[config.mk]
export PLATFORM = sky130hd
export DESIGN_NAME = time_set_controller
export DESIGN_NICKNAME = d
export VERILOG_FILES = /design/src/rtl/time_ctrl_pkg.sv /design/src/rtl/button_repeater.sv /design/src/rtl/time_set_controller.sv
export SDC_FILE = /design/constraint.sdc
export NUM_CORES = 1
export LEC_CHECK = 0
export CORE_UTILIZATION = 28
export CTS_CLUSTER_SIZE = 20
export DETAILED_ROUTE_END_ITERATION = 6
export GPL_TIMING_DRIVEN = 0
export PLACE_DENSITY = 0.5
export SLEW_MARGIN = 10
export SYNTH_ARGS = -nofsm -noshare
export SYNTH_HDL_FRONTEND = slang
export SYNTH_SLANG_ARGS = --single-unit
[constraint.sdc]
create_clock -name i_Clk -period 2.3 [get_ports i_Clk]
set_clock_uncertainty 0.15 [all_clocks]
set_input_delay 0.23 -clock i_Clk [delete_from_list [all_inputs] [get_ports i_Clk]]
set_output_delay 0.23 -clock i_Clk [all_outputs]
set_load 0.05 [all_outputs]
[src/rtl/time_ctrl_pkg.sv]
// Shared definitions for the time-set controller.
//   mode_e    : operating mode encoding driven on o_Mode
//   cnt_width : counter width for a modulus, never narrower than one bit
package time_ctrl_pkg;

    typedef enum logic [1:0] {
        ModeRun      = 2'd0,
        ModeSetTime  = 2'd1,
        ModeSetAlarm = 2'd2
    } mode_e;

    // $clog2(1) is 0, which would give a zero-width counter.
    function automatic int unsigned cnt_width(input int unsigned n);
        return (n > 1) ? $clog2(n) : 1;
    endfunction

endpackage

[src/rtl/button_repeater.sv]
// Rising-edge detector with hold-to-repeat for one debounced button.
//   clk, rst_n : clock and asynchronous active-low reset
//   btn        : debounced synchronous button level
//   clear      : drop any press in progress; a held button must be re-pressed
//   inhibit    : same effect as clear, held for as long as it is asserted
//   fire       : combinational pulse request; the parent registers it
// A press fires at once, again REPEAT_DELAY cycles later, then every
// REPEAT_PERIOD cycles while the button stays down.
module button_repeater
    import time_ctrl_pkg::*;
#(
    parameter int unsigned REPEAT_DELAY  = 50000000,
    parameter int unsigned REPEAT_PERIOD = 10000000
) (
    input  logic clk,
    input  logic rst_n,
    input  logic btn,
    input  logic clear,
    input  logic inhibit,
    output logic fire
);

    localparam int unsigned DW = cnt_width(REPEAT_DELAY);
    localparam int unsigned PW = cnt_width(REPEAT_PERIOD);
    localparam logic [DW-1:0] DELAY_LAST  = DW'(REPEAT_DELAY - 1);
    localparam logic [PW-1:0] PERIOD_LAST = PW'(REPEAT_PERIOD - 1);

    logic          btn_q;
    logic          armed_q, armed_d;   // current hold began with a valid press
    logic          rep_q, rep_d;       // initial delay done, now in periodic phase
    logic [DW-1:0] dly_q, dly_d;
    logic [PW-1:0] per_q, per_d;

    always_comb begin
        armed_d = armed_q;
        rep_d   = rep_q;
        dly_d   = dly_q;
        per_d   = per_q;
        fire    = 1'b0;
        if (clear || inhibit) begin
            armed_d = 1'b0;
            rep_d   = 1'b0;
            dly_d   = '0;
            per_d   = '0;
        end else if (btn && !btn_q) begin
            fire    = 1'b1;
            armed_d = 1'b1;
            rep_d   = 1'b0;
            dly_d   = '0;
            per_d   = '0;
        end else if (btn && armed_q) begin
            if (!rep_q) begin
                if (dly_q == DELAY_LAST) begin
                    fire  = 1'b1;
                    rep_d = 1'b1;
                    per_d = '0;
                end else begin
                    dly_d = dly_q + DW'(1);
                end
            end else begin
                if (per_q == PERIOD_LAST) begin
                    fire  = 1'b1;
                    per_d = '0;
                end else begin
                    per_d = per_q + PW'(1);
                end
            end
        end else begin
            // Released, or still held after a clear: idle until a fresh press.
            armed_d = 1'b0;
            rep_d   = 1'b0;
            dly_d   = '0;
            per_d   = '0;
        end
    end

    // btn_q always tracks the input, so a clear also swallows a coincident edge.
    always_ff @(posedge clk or negedge rst_n) begin
        if (!rst_n) begin
            btn_q   <= 1'b0;
            armed_q <= 1'b0;
            rep_q   <= 1'b0;
            dly_q   <= '0;
            per_q   <= '0;
        end else begin
            btn_q   <= btn;
            armed_q <= armed_d;
            rep_q   <= rep_d;
            dly_q   <= dly_d;
            per_q   <= per_d;
        end
    end

endmodule

[src/rtl/time_set_controller.sv]
// Clock/alarm time-set controller: mode FSM, one-second divider and steering
// of minute/hour button pulses to the time or alarm counters.
//   i_Clk, i_Reset      : clock, asynchronous active-low reset
//   i_Mode_Btn          : rising edge steps RUN -> SET_TIME -> SET_ALARM -> RUN
//   i_Min_Btn, i_Hr_Btn : minute/hour set buttons (hours win when both held)
//   o_Time_Sec_Inc      : once-per-second pulse, frozen in SET_TIME
//   o_Time_Min/Hr_Inc   : set pulses in SET_TIME
//   o_Alarm_Min/Hr_Inc  : set pulses in SET_ALARM
//   o_Mode              : current mode
// All outputs are registered.
module time_set_controller
    import time_ctrl_pkg::*;
#(
    parameter int unsigned CLKS_PER_SEC  = 100000000,
    parameter int unsigned REPEAT_DELAY  = 50000000,
    parameter int unsigned REPEAT_PERIOD = 10000000
) (
    input  logic       i_Clk,
    input  logic       i_Reset,
    input  logic       i_Mode_Btn,
    input  logic       i_Min_Btn,
    input  logic       i_Hr_Btn,
    output logic       o_Time_Sec_Inc,
    output logic       o_Time_Min_Inc,
    output logic       o_Time_Hr_Inc,
    output logic       o_Alarm_Min_Inc,
    output logic       o_Alarm_Hr_Inc,
    output logic [1:0] o_Mode
);

    localparam int unsigned CW = cnt_width(CLKS_PER_SEC);
    localparam logic [CW-1:0] DIV_LAST = CW'(CLKS_PER_SEC - 1);

    mode_e         mode_q, mode_d;
    logic          started_q;   // low only on the first cycle after reset
    logic          mode_btn_q;
    logic          mode_rise;
    logic [CW-1:0] div_q, div_d;
    logic          tick;
    logic          rep_clear, min_inhibit, hr_inhibit;
    logic          min_fire, hr_fire;
    logic          sec_d, tmin_d, thr_d, amin_d, ahr_d;
    logic          sec_q, tmin_q, thr_q, amin_q, ahr_q;

    // No edge on the first cycle: a button held through reset is not a press.
    assign mode_rise   = started_q & i_Mode_Btn & ~mode_btn_q;
    assign rep_clear   = ~started_q | mode_rise;
    assign hr_inhibit  = (mode_q == ModeRun);
    assign min_inhibit = hr_inhibit | i_Hr_Btn;

    button_repeater #(
        .REPEAT_DELAY  (REPEAT_DELAY),
        .REPEAT_PERIOD (REPEAT_PERIOD)
    ) u_min_rep (
        .clk     (i_Clk),
        .rst_n   (i_Reset),
        .btn     (i_Min_Btn),
        .clear   (rep_clear),
        .inhibit (min_inhibit),
        .fire    (min_fire)
    );

    button_repeater #(
        .REPEAT_DELAY  (REPEAT_DELAY),
        .REPEAT_PERIOD (REPEAT_PERIOD)
    ) u_hr_rep (
        .clk     (i_Clk),
        .rst_n   (i_Reset),
        .btn     (i_Hr_Btn),
        .clear   (rep_clear),
        .inhibit (hr_inhibit),
        .fire    (hr_fire)
    );

    // Mode state register
    always_ff @(posedge i_Clk or negedge i_Reset) begin
        if (!i_Reset) begin
            mode_q <= ModeRun;
        end else begin
            mode_q <= mode_d;
        end
    end

    // Mode next state
    always_comb begin
        mode_d = mode_q;
        if (mode_rise) begin
            case (mode_q)
                ModeRun:      mode_d = ModeSetTime;
                ModeSetTime:  mode_d = ModeSetAlarm;
                ModeSetAlarm: mode_d = ModeRun;
                default:      mode_d = ModeRun;
            endcase
        end
    end

    // Second divider; restarted on leaving SET_TIME so the first second is whole.
    always_comb begin
        tick  = (div_q == DIV_LAST);
        div_d = tick ? '0 : div_q + CW'(1);
        if (mode_rise && (mode_q == ModeSetTime)) begin
            div_d = '0;
        end
    end

    // Output steering (next values of the output registers)
    always_comb begin
        sec_d  = tick & (mode_q != ModeSetTime);
        tmin_d = min_fire & (mode_q == ModeSetTime);
        thr_d  = hr_fire & (mode_q == ModeSetTime);
        amin_d = min_fire & (mode_q == ModeSetAlarm);
        ahr_d  = hr_fire & (mode_q == ModeSetAlarm);
    end

    always_ff @(posedge i_Clk or negedge i_Reset) begin
        if (!i_Reset) begin
            started_q  <= 1'b0;
            mode_btn_q <= 1'b0;
            div_q      <= '0;
            sec_q      <= 1'b0;
            tmin_q     <= 1'b0;
            thr_q      <= 1'b0;
            amin_q     <= 1'b0;
            ahr_q      <= 1'b0;
        end else begin
            started_q  <= 1'b1;
            mode_btn_q <= i_Mode_Btn;
            div_q      <= div_d;
            sec_q      <= sec_d;
            tmin_q     <= tmin_d;
            thr_q      <= thr_d;
            amin_q     <= amin_d;
            ahr_q      <= ahr_d;
        end
    end

    assign o_Time_Sec_Inc  = sec_q;
    assign o_Time_Min_Inc  = tmin_q;
    assign o_Time_Hr_Inc   = thr_q;
    assign o_Alarm_Min_Inc = amin_q;
    assign o_Alarm_Hr_Inc  = ahr_q;
    assign o_Mode          = mode_q;

endmodule

==> results of run 1 <==
[logic make-up after synthesis]
kind of cell / share of synthesized area, %
mux: 0.843
fa+ha+maj: 0.826
compound gates: 15.3
simple gates: 27.7
buf+inv: 3.40
xor+xnor: 4.97
flops: 46.9
other cells: 0.0495
[Yosys cell counts (6+ instances only)]
cell | instances | area, um2
and3_1 | 18 | 113
nand4_1 | 37 | 231
nor2_1 | 86 | 323
clkbuf_1 | 23 | 86.3
dfrtp_1 | 142 | 3550
and2_1 | 9 | 56.3
xnor2_1 | 23 | 201
nand2_1 | 78 | 293
inv_1 | 18 | 67.6
nand2b_1 | 10 | 62.6
nand3_1 | 51 | 255
a21oi_1 | 50 | 250
buf_4 | 6 | 45.0
nor3_1 | 19 | 95.1
o21ai_0 | 24 | 120
nor4_1 | 12 | 75.1
xor2_1 | 20 | 175
or3_1 | 19 | 119
or4_1 | 10 | 75.1
a31oi_1 | 38 | 238
and4_1 | 14 | 123
a41oi_1 | 10 | 87.6
[power groups by stage]
stage                     clock network [W]  logic, W  registers (W)
final                               0.00291  0.000514        0.00269
after global routing                0.00308  0.000577        0.00270
after detailed placement                  0  0.000413        0.00272
after CTS                           0.00297  0.000481        0.00266
after floorplan                           0  0.000196        0.00276
after global placement                    0  0.000399        0.00272
[cell usage in the layout (no fill, tap or decap), drive strengths merged, types with 4 or more instances in the layout]
cell | netlist | final
a211oi | 8 | 9
a21oi | 52 | 52
a31o | 6 | 6
a31oi | 38 | 38
a41o | 4 | 4
a41oi | 10 | 10
and2 | 9 | 9
and3 | 19 | 19
and4 | 14 | 14
buf | 16 | 58
clkbuf | 23 | 40
clkdlybuf4s50 | 0 | 10
clkinvlp | 0 | 5
dfrtp | 142 | 142
ha | 5 | 5
inv | 18 | 18
nand2 | 79 | 79
nand2b | 10 | 10
nand3 | 51 | 51
nand4 | 37 | 37
nor2 | 86 | 86
nor3 | 19 | 19
nor4 | 14 | 14
nor4b | 5 | 5
o211ai | 4 | 4
o21ai | 28 | 28
or3 | 20 | 20
or4 | 11 | 11
xnor2 | 23 | 23
xor2 | 20 | 20
[area by class of cell]
type                       count  area, um2  area share, %
multi-input combinational    622       4200           43.7
sequential                   142       3560           37.0
timing repair buffer          56        541           5.62
clock buffer                  22        474           4.93
tap                          335        419           4.36
buffer                        31        221           2.30
clock inverter                10        138           1.43
inverter                      18       67.6          0.702
[worst max-delay path by stage]
stage                           to
4_1_cts                  div_q[13]
5_1_grt        u_min_rep.per_q[11]
6_report       u_min_rep.per_q[13]
3_5_place_dp   u_min_rep.dly_q[24]
3_3_place_gp             o_Mode[1]
2_1_floorplan  u_min_rep.dly_q[21]
[metrics by stage]
| stage | cells | setup slack [ns] | utilization (%) | TNS, ns |
|---|---|---|---|---|
| 2_1_floorplan | 820 | -0.0339 | - | -0.330 |
| 3_3_place_gp | 1166 | -5.99 | 30.9 | -839.85 |
| 3_5_place_dp | 1167 | -1.21 | 31.0 | -70.58 |
| 4_1_cts | 1223 | -0.00442 | 34.7 | -0.0128 |
| 5_1_grt | 1236 | -0.127 | 36.6 | -1.04 |
| 6_report | 1236 | -0.00694 | 36.6 | -0.0265 |
[routing by layer]
metal  vias up  routed length (um)  part of all wire [%]
li1       3176                   -                     -
met1      3340                9640                    49
met2        90                9370                    47
met3        16                 618                   3.1
met4         0                 155                  0.78
met5         -                   0                     0
[registers in the layout, indices dropped and copies added (netlist names), 2 cells and up]
register	cells
u_hr_rep.per_q	24
u_min_rep.per_q	24
o_Mode	2
div_q	27
u_hr_rep.dly_q	26
u_min_rep.dly_q	26
[repair_timing]
action,in CTS,in global routing
cloned,5,2
hold endpoints to repair,53,0
setup buffers,21,16
pin swaps,10,27
gates resized for setup,41,76
hold buffers,1,0
setup endpoints to repair,130,116
[worst max-delay path: stages, from the launching register on]
cell     delay, ns
dfrtp_1       0.40
or4b_4        0.55
nor4_4        0.38
buf_4         0.19
a21oi_4       0.08
nand2_4       0.16
buf_8         0.16
a31oi_4       0.09
==> impl_metrics.yaml, run 1 <==
die:
  die_x_um: 166
  initial_core_util_pct: 28.8
  die-area_um2: 27700
  coreArea_um2: 26300
  io_pins: 12
  num_rows: 59
  die_h_um: 166
grt:
  busiest_layer: "met2"
  grt_start_max_net_pins: 90
  antenna_found_initial: 0
  overflow: 0
  grt_first_pass_wirelength_um: 32900
  grt.met2_usage_pct: 22.9
  grt_usage_pct: 14.6
  grtUsageMet3_pct: 3.09
  grt_pass1_vias: 6271
  met1_usage_pct: 20.4
sta:
  fin_crit_ns: 2.31
  timing.final.max_slew_violations: 0
  fmax_mhz: 433
  rsz0062_at_grt: "true"
  finalWorstSetupSlack_ns: -0.00694
  max_slew_margin_pct: 54.4
  min_period_over_period_pct: 100
  hold_viol_final: 0
  finalSetupViolations: 7
  hold_ws_ns: 0.145
  worst_pin_slew_ns: 0.681
finish:
  final_layout_size_suffix_gt1_share_pct: 19.5
  nets: 898
  final_cell_area_um2: 9620
  area_growth_pct: 27.1
  diodes: 0
  fillers: 2656
min_path:
  worstHoldStart: "i_Mode_Btn"
  hold_end: "mode_btn_q"
  hp-class: "input port to flop"
  hold-path-cell-count: 1
run:
  maxCapViolations: 0
power_and_ir_drop:
  power_switching_w: 0.00152
  pwr-share-clk_pct: 47.6
  intPower_w: 0.00459
  finalPower_w: 0.00611
  vdd_ir_drop_max_uv: 435
  p_sw_share_pct: 24.9
  seqPwrFrac_pct: 44.0
  power.density_nw_per_um2: 635
  p_leak_nw: 3.76
  power_frac_comb_pct: 8.4
routing:
  dr_total_vias: 6622
  antenna_left: 0
  drc_errors: 0
  wire_per_inst_um: 16.0
  via_per_inst: 5.36
  initialDrtViolationCount: 496
  routed_wl_um: 19800
  drtPass1Iterations: 6
synth:
  yosys_warnings: 0
  syn_inst: 820
  syn_nets: 830
  ys_types: 69
  yosys_most_used_dff: "dfrtp_1"
  ys_ff_latch: 142
  synth_edf_count: 0
  syn_area_per_cell_um2: 9.23
  async_reset_ff_share_pct: 100
  yosysSeqAreaShare_pct: 46.9
  synth_area_um2: 7570
outcome:
  status: "complete, but fails checks"
  violations: "setup timing"
clock_tree:
  h-tree-depth: 4
  cts_sinks: 142
  clock_latency_ns: 0.43
  cts_tree: "yes"
  path_clk_slew_ns: 0.06
  numCtsBuffers: 17
  clk_path_buf_depth: 2
  cts_root_buf: "clkbuf_16"
worst_setup_path:
  crit_start: "u_min_rep.dly_q[11]"
  r2r_slack_ns: -0.007
  required_ns: 2.44
  r2r-start: "u_min_rep.dly_q[11]"
  cp_max_fo: 6
  r2r_cells: 7
  reg2reg_to: "u_min_rep.per_q[13]"
  critPathArrivalTime_ns: 2.44
  cp-start-kind: "flop"
  crit_type: "flop to flop"
  crit_path_end_kind: "flop"
place:
  placed_cell_area_um2: 8150
  hpwl_um: 12200
  numPortBuffers: 11
  place_congestion: 0.785
Note: power is estimated with default switching activity, not from simulation.
==> run 2, diff against run 1 <==
CTS_CLUSTER_DIAMETER = 80   (was not set)
==> results of run 2 <==
The final DEF is identical to that of run 1; final timing and power are the same.
==> run 3, diff against run 2 <==
CTS_CLUSTER_DIAMETER = not set   (was 80)
REMOVE_ABC_BUFFERS = 1   (was not set)
==> run 3 against run 2 <==
  * The run ends with DRC left
  * Combinational power rose by 11%
  * Sequential power barely moved
  * Register-to-register slack improved by 0.04 ns
  * Clock-buffer cell count fell by 3
  * Clock power rose by 10%
  * Wire length fell by 3.2%
  * Hold slack improved by 0.072 ns
  * Core utilization fell by 1.3 points
  * Global-route usage fell by 0.30 points
  * Flip-flop and latch count did not move
  * Critical endpoint is now u_min_rep.per_q[15]
==> impl_metrics.yaml, run 3 (synthesis gave the netlist of run 1 again) <==
worst_setup_path:
  required_ns: 2.51
  slowest_delay_ns: 0.53
  worst-path-buf-inv: 2
  path_cells: "clkdlybuf4s50_1, o21bai_2, or4_4, a211oi_4, buf_4, or3b_2, nand3_1"
  r2r_cells: 7
  endpoint: "u_min_rep.per_q[15]"
  cp-start-kind: "input port"
  crit_cells: 7
  crit_path_end_kind: "flop"
  path_delay_family: "simple AND/OR/NAND/NOR gates"
  r2r_slack_ns: 0.03
  r2r-start: "u_min_rep.dly_q[9]"
  reg2reg_to: "o_Time_Min_Inc"
  crit_type: "input port to flop"
  crit_start: "i_Hr_Btn"
  critPathArrivalTime_ns: 2.49
  cp_max_fo: 6
  cpMaxStageDelayCell: "clkdlybuf4s50_1"
finish:
  fillers: 2669
  top_register: "div_q"
  seqCellArea_um2: 3560
  reg_top3: "div_q (27), u_hr_rep.dly_q (26), u_min_rep.dly_q (26)"
  final_layout_size_suffix_gt1_share_pct: 15.3
  fin_util_pct: 35.4
  multi_input_area_um2: 4190
  largest_register_ffs: 27
  final_cell_area_um2: 9290
  nets: 858
  final_common_cell: "dfrtp_1"
  diodes: 0
  final_cell_mix: "137 x dfrtp_1, 83 x nor2_1, 73 x nand2_1, 47 x nand3_1, 47 x a21oi_1"
  area_growth_pct: 22.7
grt:
  grt_usage_pct: 14.3
  grt_first_pass_wirelength_um: 32000
  met1_usage_pct: 20.6
  grtUsageMet3_pct: 2.50
  grt_start_max_net_pins: 83
  grt_pass1_vias: 5993
  busiest_layer: "met2"
  overflow: 0
  grt.met2_usage_pct: 21.4
  antenna_found_initial: 0
min_path:
  worstHoldStart: "i_Min_Btn"
  hp-class: "input port to flop"
routing:
  dr_total_vias: 6381
  drc_errors: 1
  initialDrtViolationCount: 361
  antenna_left: 0
  wire_per_inst_um: 16.0
  routed_wl_um: 19200
  drtPass1Iterations: 7
  via_per_inst: 5.34
die:
  die_x_um: 166
  coreArea_um2: 26300
  die-area_um2: 27700
  num_rows: 59
  io_pins: 12
  initial_core_util_pct: 28.8
  die_h_um: 166
place:
  pre_cts_ws_ns: -1.50
  hpwl_um: 11200
  placed_cell_area_um2: 8020
  numPortBuffers: 11
  place_congestion: 0.742
power_and_ir_drop:
  intPower_w: 0.00493
  power_switching_w: 0.00156
  vdd_ir_drop_max_uv: 569
  power_frac_comb_pct: 8.8
  p_sw_share_pct: 24.0
  power.density_nw_per_um2: 698
  pwr-share-clk_pct: 49.4
  seqPwrFrac_pct: 41.8
  p_leak_nw: 3.60
clock_tree:
  h-tree-depth: 4
  cts_sinks: 142
  clk_path_buf_depth: 2
  clock_latency_ns: 0.43
  cts_root_buf: "clkbuf_16"
  path_clk_slew_ns: 0.06
  numCtsBuffers: 17
  cts_tree: "yes"
outcome:
  violations: "DRC"
  status: "complete, but fails checks"
sta:
  setup_tns_ns: 0
  hold_ws_ns: 0.217
  timing.final.max_slew_violations: 0
  worst_pin_slew_ns: 0.800
  fmax_mhz: 439
  finalSetupViolations: 0
  fin_crit_ns: 2.28
  finalWorstSetupSlack_ns: 0.0213
  max_slew_margin_pct: 46.4
  rsz0062_at_grt: "true"
  min_period_over_period_pct: 99.1
  hold_viol_final: 0
run:
  maxCapViolations: 0
## run 3: changes by cell type in the layout (fill, tap and decap cells not counted), moves of 4 or more
cell        change
clkbuf_1        -8
a31oi_1         +9
bufinv_16       +4
a31oi_4         -9
clkbuf_2        -8
a41oi_2         -4
clkinvlp_4      -4
a41oi_1         +4
buf_4           -9
buf_6          -15
## run 3: through the flow
stage / instances / power [W]
5_1_grt: 1196 / 0.00677
3_5_place_dp: 1132 / 0.00314
6_report: 1196 / 0.00649
3_3_place_gp: 1127 / 0.00313
4_1_cts: 1186 / 0.00647
2_1_floorplan: 781 / 0.00295
## run 3: worst min-delay path by stage
stage	slack, ns	end	cells after the start
2_1_floorplan	-0.22	div_q[0]	0
3_3_place_gp	0.30	u_min_rep.armed_q	1
3_5_place_dp	0.14	u_min_rep.per_q[15]	1
4_1_cts	0.19	mode_btn_q	1
5_1_grt	0.22	mode_btn_q	1
6_report	0.22	u_min_rep.btn_q	1
## run 3: timing repair
action	in CTS	in global routing
endpoints found under the setup margin	106	46
gates cloned	7	2
setup buffers	14	8
gates resized for setup	38	33
hold buffers	1	0
hold endpoints to repair	81	0
pin swaps	9	21
## run 3: worst reg2reg max path: stages (launching register included)
cell	delay, ns
dfrtp_1	0.42
or4_4	0.56
nor4_4	0.34
buf_6	0.21
buf_4	0.13
a32o_1	0.18
a21oi_2	0.09
nor2_1	0.10
## run 3: power by group through the flow
stage	clock [W]	sequential, W	combinational (W)
finish	0.00321	0.00271	0.000570
global route	0.00341	0.00272	0.000635
CTS	0.00330	0.00268	0.000498
detailed placement	0	0.00272	0.000424
global placement	0	0.00272	0.000406
floorplan	0	0.00276	0.000193
## run 3: area by class of cell
class | instances | area share, %
Clock buffer | 19 | 4.66
Clock inverter | 13 | 2.61
Inverter | 18 | 0.727
Multi-Input combinational cell | 629 | 45.1
Sequential cell | 142 | 38.3
Tap cell | 335 | 4.51
Timing Repair Buffer | 40 | 4.08
## run 3: routing by layer
layer / share of wire [%] / up-vias
met4: 1.2 / 0
met2: 44 / 84
met3: 3.4 / 16
li1: - / 3118
met5: 0 / -
met1: 51 / 3163
